**config.mk**
```make
export PLATFORM = sky130hd
export DESIGN_NAME = adc_peak_window_reader
export DESIGN_NICKNAME = d
export VERILOG_FILES = /design/src/rtl/adc_peak_window_reader.sv
export SDC_FILE = /design/constraint.sdc
export NUM_CORES = 1
export LEC_CHECK = 0
export BUFFER_PORTS_ARGS = -buffer_cell sky130_fd_sc_hd__buf_2
export CAP_MARGIN = 40
export CORE_MARGIN = 2
export CORE_UTILIZATION = 50
export DETAILED_ROUTE_END_ITERATION = 10
export PLACE_DENSITY = 0.72
export SETUP_SLACK_MARGIN = 0.02
export SLEW_MARGIN = 10
export SYNTH_ARGS = -nofsm -noshare
export SYNTH_HDL_FRONTEND = slang
export SYNTH_SLANG_ARGS = --single-unit
```
**constraint.sdc**
```tcl
create_clock -name clk -period 2.8 [get_ports clk]
set_clock_uncertainty 0.1 [all_clocks]
set_input_delay 0.42 -clock clk [delete_from_list [all_inputs] [get_ports clk]]
set_output_delay 0.42 -clock clk [all_outputs]
set_load 0.02 [all_outputs]
```
**src/rtl/adc_peak_window_reader.sv**
```systemverilog
// Windowed per-channel peak and full-scale counter over the four ADC core maxima,
// published as a snapshot through a valid/ack handshake for gain/level monitoring.
//
// Ports:
//   clk, rst          clock, synchronous active-high reset
//   adc_max_A..D      per-clock unsigned max of each ADC core
//   enable_i          run windows while high
//   window_len_i      samples per window (0 behaves as 1), captured at window start
//   peak_ack_i        consumes the current snapshot
//   peak_valid_o      snapshot available
//   peak_all_o        snapshot peaks, D in MSBs, A in LSBs
//   sat_all_o         snapshot full-scale counts, D in MSBs
//   window_cnt_o      completed windows (wraps)
//   overrun_o         sticky: an unacked snapshot was overwritten
module adc_peak_window_reader #(
    parameter int unsigned ADC_DATA_WIDTH = 8,
    parameter int unsigned WIN_WIDTH      = 24,
    parameter int unsigned SAT_WIDTH      = 16
) (
    input  logic                          clk,
    input  logic                          rst,
    input  logic [ADC_DATA_WIDTH-1:0]     adc_max_A,
    input  logic [ADC_DATA_WIDTH-1:0]     adc_max_B,
    input  logic [ADC_DATA_WIDTH-1:0]     adc_max_C,
    input  logic [ADC_DATA_WIDTH-1:0]     adc_max_D,
    input  logic                          enable_i,
    input  logic [WIN_WIDTH-1:0]          window_len_i,
    input  logic                          peak_ack_i,
    output logic                          peak_valid_o,
    output logic [4*ADC_DATA_WIDTH-1:0]   peak_all_o,
    output logic [4*SAT_WIDTH-1:0]        sat_all_o,
    output logic [15:0]                   window_cnt_o,
    output logic                          overrun_o
);

    localparam int unsigned NUM_CH = 4;

    typedef enum logic {IDLE, ACCUM} state_t;

    state_t                                    state_q, state_d;
    logic [WIN_WIDTH-1:0]                      remaining_q;
    logic [NUM_CH-1:0][ADC_DATA_WIDTH-1:0]     run_peak_q;
    logic [NUM_CH-1:0][SAT_WIDTH-1:0]          run_sat_q;

    logic [NUM_CH-1:0][ADC_DATA_WIDTH-1:0]     samp_c;
    logic [NUM_CH-1:0][ADC_DATA_WIDTH-1:0]     peak_merge_c;
    logic [NUM_CH-1:0][SAT_WIDTH-1:0]          sat_merge_c;
    logic [WIN_WIDTH-1:0]                      len_eff_c;
    logic                                      start_c;
    logic                                      accum_c;
    logic                                      load_c;
    logic                                      clear_c;

    assign samp_c    = {adc_max_D, adc_max_C, adc_max_B, adc_max_A};
    assign len_eff_c = (window_len_i == '0) ? WIN_WIDTH'(1) : window_len_i;

    // Running values merged with this cycle's sample (unsigned max, saturating count).
    always_comb begin
        for (int i = 0; i < NUM_CH; i++) begin
            peak_merge_c[i] = (samp_c[i] > run_peak_q[i]) ? samp_c[i] : run_peak_q[i];
            sat_merge_c[i]  = run_sat_q[i];
            if ((samp_c[i] == '1) && (run_sat_q[i] != '1)) begin
                sat_merge_c[i] = run_sat_q[i] + SAT_WIDTH'(1);
            end
        end
    end

    // Next-state and datapath controls.
    always_comb begin
        state_d = state_q;
        start_c = 1'b0;
        accum_c = 1'b0;
        load_c  = 1'b0;
        clear_c = 1'b0;
        case (state_q)
            IDLE: begin
                if (enable_i) begin
                    start_c = 1'b1;
                    state_d = ACCUM;
                end
            end
            ACCUM: begin
                if (remaining_q == WIN_WIDTH'(1)) begin
                    // Last sample completes even if enable drops on this cycle.
                    load_c = 1'b1;
                    if (enable_i) begin
                        start_c = 1'b1;
                    end else begin
                        state_d = IDLE;
                    end
                end else if (!enable_i) begin
                    clear_c = 1'b1;
                    state_d = IDLE;
                end else begin
                    accum_c = 1'b1;
                end
            end
            default: state_d = IDLE;
        endcase
    end

    // State, window accumulation and snapshot registers.
    always_ff @(posedge clk) begin
        if (rst) begin
            state_q      <= IDLE;
            remaining_q  <= '0;
            run_peak_q   <= '0;
            run_sat_q    <= '0;
            peak_valid_o <= 1'b0;
            peak_all_o   <= '0;
            sat_all_o    <= '0;
            window_cnt_o <= '0;
            overrun_o    <= 1'b0;
        end else begin
            state_q <= state_d;

            if (start_c) begin
                remaining_q <= len_eff_c;
            end else if (accum_c) begin
                remaining_q <= remaining_q - WIN_WIDTH'(1);
            end

            if (start_c || load_c || clear_c) begin
                run_peak_q <= '0;
                run_sat_q  <= '0;
            end else if (accum_c) begin
                run_peak_q <= peak_merge_c;
                run_sat_q  <= sat_merge_c;
            end

            if (load_c) begin
                peak_all_o   <= peak_merge_c;
                sat_all_o    <= sat_merge_c;
                peak_valid_o <= 1'b1;
                window_cnt_o <= window_cnt_o + 16'd1;
                // An ack arriving with the load consumes the old snapshot.
                if (peak_valid_o && !peak_ack_i) begin
                    overrun_o <= 1'b1;
                end
            end else if (peak_ack_i && peak_valid_o) begin
                peak_valid_o <= 1'b0;
            end
        end
    end

endmodule

```
Yosys cells after proc, flatten, opt, wreduce, memory -nomap -nowiden. Index checks and enable logic that the tools add are counted.

Logic and storage cells: 72. Output and inout bits: 114. Bits in registers: 235. Bits of input ports: 60.

Reduce and logical (&&, ||, !) cells: 14. Equality and inequality tests: 9. Multiplexer cells: 23. Order comparisons: 4. Bitwise gates (word level): 1. Add/subtract/negate cells: 6.

Operator list (count): $add A16 B1 Y16 const B (5); $mux W24 (3); $mux W16 (4); $ne A16 B16 Y1 const B (4); $eq A8 B8 Y1 const B (4); $gt A8 B8 Y1 (4); $mux W8 (4); $eq A24 B1 Y1 const B (1); $logic_not A24 Y1 (1); $sub A24 B1 Y24 const B (1); $mux W1 (11); $logic_and A1 B1 Y1 (6); $reduce_bool A2 Y1 (2); $logic_or A1 B1 Y1 (2); $pmux W1 S2 (1); $reduce_and A2 Y1 (1); $reduce_or A2 Y1 (1); $logic_not A1 Y1 (1); $not A1 Y1 (1).

Logic depth before layout (Yosys ltp). Gate-level depths: netlist of run 1.

Word-level depth: 6. Depth in mapped cells: 10. Depth with buffers taken out: 8.

Worst setup path after synthesis of run 1. OpenSTA, ideal clock, no wires.

Path kind: input-to-reg. From: input adc_max_B[1]. To: register peak_all_o[14]. Path buffers: 1. Required time: 2.609 ns. Setup slack: 0.496 ns. Setup time: 0.091 ns. Stages: 8. Arrival time: 2.113 ns. Cell sequence: ha_1 > nor2b_1 > o21ai_0 > a21boi_0 > o31ai_1 > clkbuf_1 > nand2_1 > a311oi_1.

Longest elaborated chain between the ends: 2.

Ends and longest elaborated chain: start, declared (RTL line 23) `input logic [ADC_DATA_WIDTH-1:0] adc_max_B,`; $gt A8 B8 Y1 (RTL line 60) `peak_merge_c[i] = (samp_c[i] > run_peak_q[i]) ? samp_c[i] : run_peak_q[i];`; $mux W8 (RTL line 60); end signal, assigned (RTL line 132) `peak_all_o <= peak_merge_c;`; end, declared (RTL line 30) `output logic [4*ADC_DATA_WIDTH-1:0] peak_all_o,`.

No other way between the ends. A chain may end at the register's enable or synchronous reset.

Worst setup path after layout of run 1.
From: register remaining_q[0]. To: register remaining_q[17].

Longest elaborated chain between the ends: 4. Elaborated cells between the ends (all ways): 9. Classes of those cells: 1 x add/sub; 1 x eq/ne; 6 x mux; 1 x reduce/logical.

Ends and longest elaborated chain: start, declared (RTL line 41) `logic [WIN_WIDTH-1:0] remaining_q;`; start signal, assigned (RTL line 118) `remaining_q <= len_eff_c;`; start signal, assigned (RTL line 120) `remaining_q <= remaining_q - WIN_WIDTH'(1);`; branches (longest 4 deep; another with $sub A24 B1 Y24).

Parallel ways; which one is timed is not known. The select of a mux whose other input is x is not followed.

==> results.py, run 1 <==
metrics = {
    "synthesis": {
        "synth.ff_latch_count": 235,
        "synth-seq-area-share": 0.398,
        "synth.largest_area_cell": "dfxtp_1",
        "synth_area_leaders": "dfxtp_1 (40%), nor2_1 (6.8%), xnor2_1 (5.7%)",
        "synthArstFlopShare": 0,
        "syn_inst": 1460,
        "synth_cell_types": 57,
        "yosysTopAreaCellShare": 0.398,
        "yosysWarnings": 0,
        "netlist_area_mm2": 0.0118,
        "ys.flop_type": "dfxtp_1",
        "syn-num-nets": 1559,
        "synth_area_per_cell_um2": 8.10,
        "synth-edff-count": 0,
    },
    "route": {
        "dr.first_iter.drc_count": 549,
        "vias_per_cell": 5.63,
        "post-route-drc-count": 0,
        "wl_per_cell_um": 15.8,
        "antenna_left": 0,
        "firstDrtPassIters": 5,
        "route.final.wire_length_um": 30700,
        "via_count": 10900,
    },
    "power_and_ir_drop": {
        "power.leakage_nw": 4.95,
        "ir_drop_uv": 383,
        "intPower_w": 0.00568,
        "p_sw_w": 0.00177,
        "power_w": 0.00744,
        "pwr-share-clk": 0.463,
        "switching_share": 0.237,
        "pwr-share-seq": 0.460,
        "powerDensity_mw_per_mm2": 532,
        "combPwrFrac": 0.077,
    },
    "placed_design": {
        "io_buffers": 173,
        "gp_congestion": 0.884,
        "place_ws_ns": 0.269,
        "hpwl_um": 21200,
    },
    "critical_path": {
        "worstPathRequired_ns": 3.09,
        "cp_cell_sequence": "ha_1 > nor4b_4 > nand3_1 > o21a_1 > mux2_1 > a22oi_1 > nor2_1",
        "slowest_stage": "nor4b_4",
        "cp_slowest_stage_delay_ns": 0.45,
        "cp-end-kind": "register",
        "crit_fanout": 8,
        "cp.arrival_ns": 2.86,
        "cpLargestDelayFamily": "simple AND/OR/NAND/NOR gates",
        "cp_num_buf_inv": 0,
        "worst_setup_path_start_kind": "register",
        "worstSetupPathType": "register to register",
    },
    "global_routing": {
        "grt_pass1_wl_um": 50200,
        "grt_usage": 0.245,
        "grt_pass1_vias": 10200,
        "grt_max_degree": 77,
        "overflow": 0,
        "grt_antenna_before_repair": 0,
    },
    "cells_and_area": {
        "drive_above_1_share": 0.165,
        "nets": 1709,
        "n_antenna_cell": 0,
        "final_common_cell": "dfxtp_1",
        "syn_to_final_growth_pct": 18.3,
        "finalCoreUtilization": 0.600,
        "layout_common_cells": "dfxtp_1 (235), nor2_1 (215), buf_2 (172)",
    },
    "clocking": {
        "cts_max_level": 1,
        "cts_sinks": 235,
        "clkTransAtPathRegs_ns": 0.06,
        "clock_latency_ns": 0.53,
        "cts_tree": "yes",
        "postCtsSetupRepairBufs": 0,
        "ctsRootBufferMaster": "clkbuf_16",
        "clock_path_buffers": 3,
        "cts_buffers": 26,
    },
    "sta": {
        "worst_slack_ns": 0.232,
        "whs_ns": 0.0145,
        "max_freq_mhz": 389,
        "tightest_slew_ns": 0.653,
        "fin_crit_ns": 2.57,
        "finalCritPeriodShare": 0.917,
        "hold_violations": 0,
        "slew_headroom": 0.564,
        "slew_violations": 0,
        "setup_viol": 0,
        "rsz0062_at_grt": "false",
        "fin_tns_setup_ns": 0,
    },
    "die": {
        "floorplan.initialDensity": 0.507,
        "die_h_um": 158,
        "io_pins": 174,
        "dieArea_mm2": 0.0249,
        "rows": 56,
        "die_w_um": 158,
        "core_mm2": 0.0233,
    },
    "status": {
        "outcome": "finished clean",
    },
    "job": {
        "maxCapViolCount": 0,
    },
    "hold_path": {
        "hp-class": "input port to register",
    },
}
## tightest hold or removal path, stage by stage
cell and delay, ns:
buf_2 0.09, nand2_1 0.04, o21ai_0 0.06
## cell usage after synthesis (all sizes together), types with 3 or more instances
| library cell | count |
|---|---|
| clkbuf | 45 |
| nor2 | 215 |
| or4 | 4 |
| nand4 | 46 |
| a21oi | 64 |
| o31ai | 5 |
| and4 | 14 |
| ha | 39 |
| a31o | 4 |
| o211ai | 5 |
| or3 | 16 |
| a21boi | 5 |
| o21ai | 70 |
| dfxtp | 235 |
| and2 | 14 |
| and3 | 21 |
| a311oi | 36 |
| a31oi | 4 |
| nor4 | 22 |
| o31a | 5 |
| nor3 | 45 |
| nand2 | 143 |
| a211oi | 64 |
| inv | 44 |
| nand2b | 3 |
| mux2i | 6 |
| nand3 | 85 |
| nor3b | 5 |
| xnor2 | 77 |
| nor2b | 8 |
| buf | 42 |
| xor2 | 46 |
## timing repair
action / in CTS / in global routing
gates resized for setup: 0 / 3
setup endpoints to repair: 0 / 5
hold buffers: 0 / 0
## cells by family (layout without fill, tap and decap cells)
group           count (synthesis)  count (layout)  synth area share
compound gates                278             278             0.155
xor+xnor                      123             123            0.0911
fa+ha+maj                      39              39            0.0413
buf+inv                       131             297            0.0459
flops                         235             235             0.398
mux                             8               8           0.00698
simple gates                  646             646             0.262
## path summary, 6_finish.rpt
check                     to             start  cells past startpoint  slack [ns]
max          remaining_q[17]    remaining_q[0]                      7        0.23
min          remaining_q[20]  window_len_i[20]                      3        0.01
max reg2reg  remaining_q[17]    remaining_q[0]                      7        0.23
min reg2reg    sat_all_o[20]     sat_all_o[20]                      2        0.36
## layer usage
layer | wire length (um) | part of all wire | vias up | GRT usage
met3 | 1730 | 0.056 | 61 | 0.0353
met1 | 13400 | 0.44 | 5126 | 0.312
met4 | 927 | 0.030 | 0 | 0.0857
met2 | 14600 | 0.48 | 285 | 0.423
met5 | 0 | 0 | - | 0
li1 | - | - | 5469 | -
## state kept, by name, indices dropped and copies added (netlist names)
| signal | count |
|---|---|
| run_sat_q | 64 |
| peak_all_o | 32 |
| remaining_q | 24 |
| window_cnt_o | 16 |
| run_peak_q | 32 |
| peak_valid_o | 1 |
| sat_all_o | 64 |
| state_q | 1 |
| overrun_o | 1 |
## metrics by stage
step | cell area, um^2 | instances
detailed placement | 13100 | 1901
global route | 14000 | 1945
finish | 14000 | 1945
floorplan | 11800 | 1460
CTS | 14000 | 1945
global placement | 13100 | 1901
## power groups by stage
stage / Clock [W] / Sequential (W) / Combinational, W
3_5_place_dp: 0 / 0.00350 / 0.000566
3_3_place_gp: 0 / 0.00350 / 0.000557
6_report: 0.00345 / 0.00343 / 0.000571
5_1_grt: 0.00365 / 0.00343 / 0.000638
2_1_floorplan: 0 / 0.00349 / 0.000354
4_1_cts: 0.00352 / 0.00342 / 0.000569
## layout make-up
| class | instances | area (um^2) |
|---|---|---|
| fillers | 2122 | 9340 |
| multi-input cells | 1094 | 6630 |
| flip-flops and latches | 235 | 4700 |
| repair buffers | 209 | 1230 |
| clock buffers | 38 | 777 |
| well taps | 319 | 399 |
| inverters | 44 | 165 |
| clock inverters | 6 | 83.8 |
(Power assumes the default switching activity.)
==> run 2: changes to the inputs <==
--- a/config.mk
+++ b/config.mk
@@ -9,6 +9,7 @@
 export CAP_MARGIN = 40
 export CORE_MARGIN = 2
 export CORE_UTILIZATION = 50
+export CTS_BUF_LIST = sky130_fd_sc_hd__clkbuf_4
 export DETAILED_ROUTE_END_ITERATION = 10
 export PLACE_DENSITY = 0.72
 export SETUP_SLACK_MARGIN = 0.02
==> results.py, run 2 (synthesized netlist as in run 1, its figures left out) <==
metrics = {
    "sta": {
        "fin_crit_ns": 2.58,
        "hold_violations": 0,
        "slew_violations": 0,
        "slew_headroom": 0.436,
        "setup_viol": 0,
        "max_freq_mhz": 387,
        "whs_ns": 0.0718,
        "rsz0062_at_grt": "false",
        "tightest_slew_ns": 0.846,
        "finalCritPeriodShare": 0.922,
        "fin_tns_setup_ns": 0,
    },
    "placed_design": {
        "place_inst": 1901,
        "io_buffers": 173,
        "gp_congestion": 0.884,
        "hpwl_um": 21200,
    },
    "route": {
        "route.final.wire_length_um": 32100,
        "antenna_left": 0,
        "wl_per_cell_um": 15.5,
        "dr.first_iter.drc_count": 539,
        "firstDrtPassIters": 5,
        "post-route-drc-count": 0,
        "via_count": 11400,
        "vias_per_cell": 5.53,
    },
    "die": {
        "floorplan.initialDensity": 0.507,
        "rows": 56,
        "dieArea_mm2": 0.0249,
        "core_mm2": 0.0233,
        "die_w_um": 158,
        "die_h_um": 158,
        "io_pins": 174,
    },
    "critical_path": {
        "worstPathRequired_ns": 3.22,
        "worst_setup_path_start_kind": "register",
        "crit_fanout": 8,
        "reg2reg_depth": 7,
        "cp-end-kind": "register",
        "r2r_end": "remaining_q[17]",
        "worstSetupPathType": "register to register",
        "worst-r2r-setup-slack_ns": 0.22,
        "timing.rr.start": "remaining_q[0]",
        "cp.arrival_ns": 3.00,
    },
    "hold_path": {
        "hold_path_depth": 4,
        "hold_start": "window_len_i[2]",
        "hp-class": "input port to register",
        "hold_path_end": "remaining_q[2]",
    },
    "clocking": {
        "clock_path_buffers": 3,
        "cts_tree": "yes",
        "postCtsSetupRepairBufs": 0,
        "ctsRootBufferMaster": "clkbuf_4",
        "clock_latency_ns": 0.67,
        "cts_max_level": 3,
        "clkTransAtPathRegs_ns": 0.05,
        "cts_sinks": 235,
        "cts_buffers": 67,
    },
    "cells_and_area": {
        "instances_no_fill": 2066,
        "layout_common_cells": "dfxtp_1 (235), nor2_1 (215), buf_2 (172)",
        "finalCoreUtilization": 0.622,
        "reg.largest.list": "run_sat_q: 64 flops, sat_all_o: 64 flops",
        "nets": 1801,
        "final_common_cell": "dfxtp_1",
        "syn_to_final_growth_pct": 22.7,
        "drive_above_1_share": 0.192,
    },
    "power_and_ir_drop": {
        "powerDensity_mw_per_mm2": 512,
        "ir_drop_uv": 267,
        "power.leakage_nw": 5.26,
    },
    "global_routing": {
        "grt_pass1_vias": 10800,
        "grt_pass1_wl_um": 51900,
        "grt_antenna_before_repair": 1,
        "overflow": 0,
        "grt_max_degree": 77,
        "grt_usage": 0.256,
    },
    "status": {
        "outcome": "finished clean",
    },
    "job": {
        "maxCapViolCount": 0,
    },
}
[run 2: what timing repair did]
item / CTS / global route
hold endpoints to repair: 87 / 0
resized for setup: 0 / 2
hold buffers: 51 / 0
endpoints found under the setup margin: 0 / 6
[run 2: how the worst max path moves through the flow]
| stage | start | cells past startpoint | slack (ns) | end |
|---|---|---|---|---|
| after global routing | run_sat_q[16] | 7 | 0.06 | sat_all_o[31] |
| after CTS | remaining_q[0] | 7 | 0.27 | remaining_q[23] |
| after floorplan | adc_max_B[1] | 8 | 0.50 | peak_all_o[14] |
| final | remaining_q[0] | 7 | 0.22 | remaining_q[17] |
| after detailed placement | remaining_q[0] | 7 | 0.27 | remaining_q[23] |
| after global placement | remaining_q[1] | 8 | 0.37 | remaining_q[19] |
[run 2: critical path, stage by stage (launching register included)]
cell and delay, ns:
dfxtp_1 0.42, ha_1 0.21, nor4b_4 0.44, nand3_1 0.28, o21a_1 0.39, mux2_1 0.37, a22oi_1 0.18, nor2_1 0.05
[run 2: power by group]
part           internal (W)  total, W  switching, W
logic              0.000254  0.000630      0.000376
clock network       0.00190   0.00338       0.00148
registers           0.00338   0.00342     0.0000453
[run 2: cell type report]
cell class	count	area (um^2)
Antenna cell	1	2.50
Clock buffer	100	751
Clock inverter	13	129
Fill cell	2068	8820
Inverter	44	165
Multi-Input combinational cell	1094	6630
Sequential cell	235	4700
Tap cell	319	399
Timing Repair Buffer	260	1740
[run 2: layer usage]
layer | routed length (um) | track usage | vias up
met1 | 13800 | 0.307 | 5317
met5 | 0 | 0 | -
met4 | 1070 | 0.119 | 0
met2 | 15200 | 0.433 | 336
met3 | 2050 | 0.0605 | 87
li1 | - | - | 5694
[run 2: stage by stage]
step / setup slack, ns / power [W] / cell area (um^2)
CTS: 0.273 / 0.00751 / 14500
finish: 0.218 / 0.00743 / 14500
global route: 0.0598 / 0.00777 / 14500
detailed placement: 0.269 / 0.00406 / 13100
floorplan: 0.496 / 0.00384 / 11800
global placement: 0.366 / 0.00405 / 13100
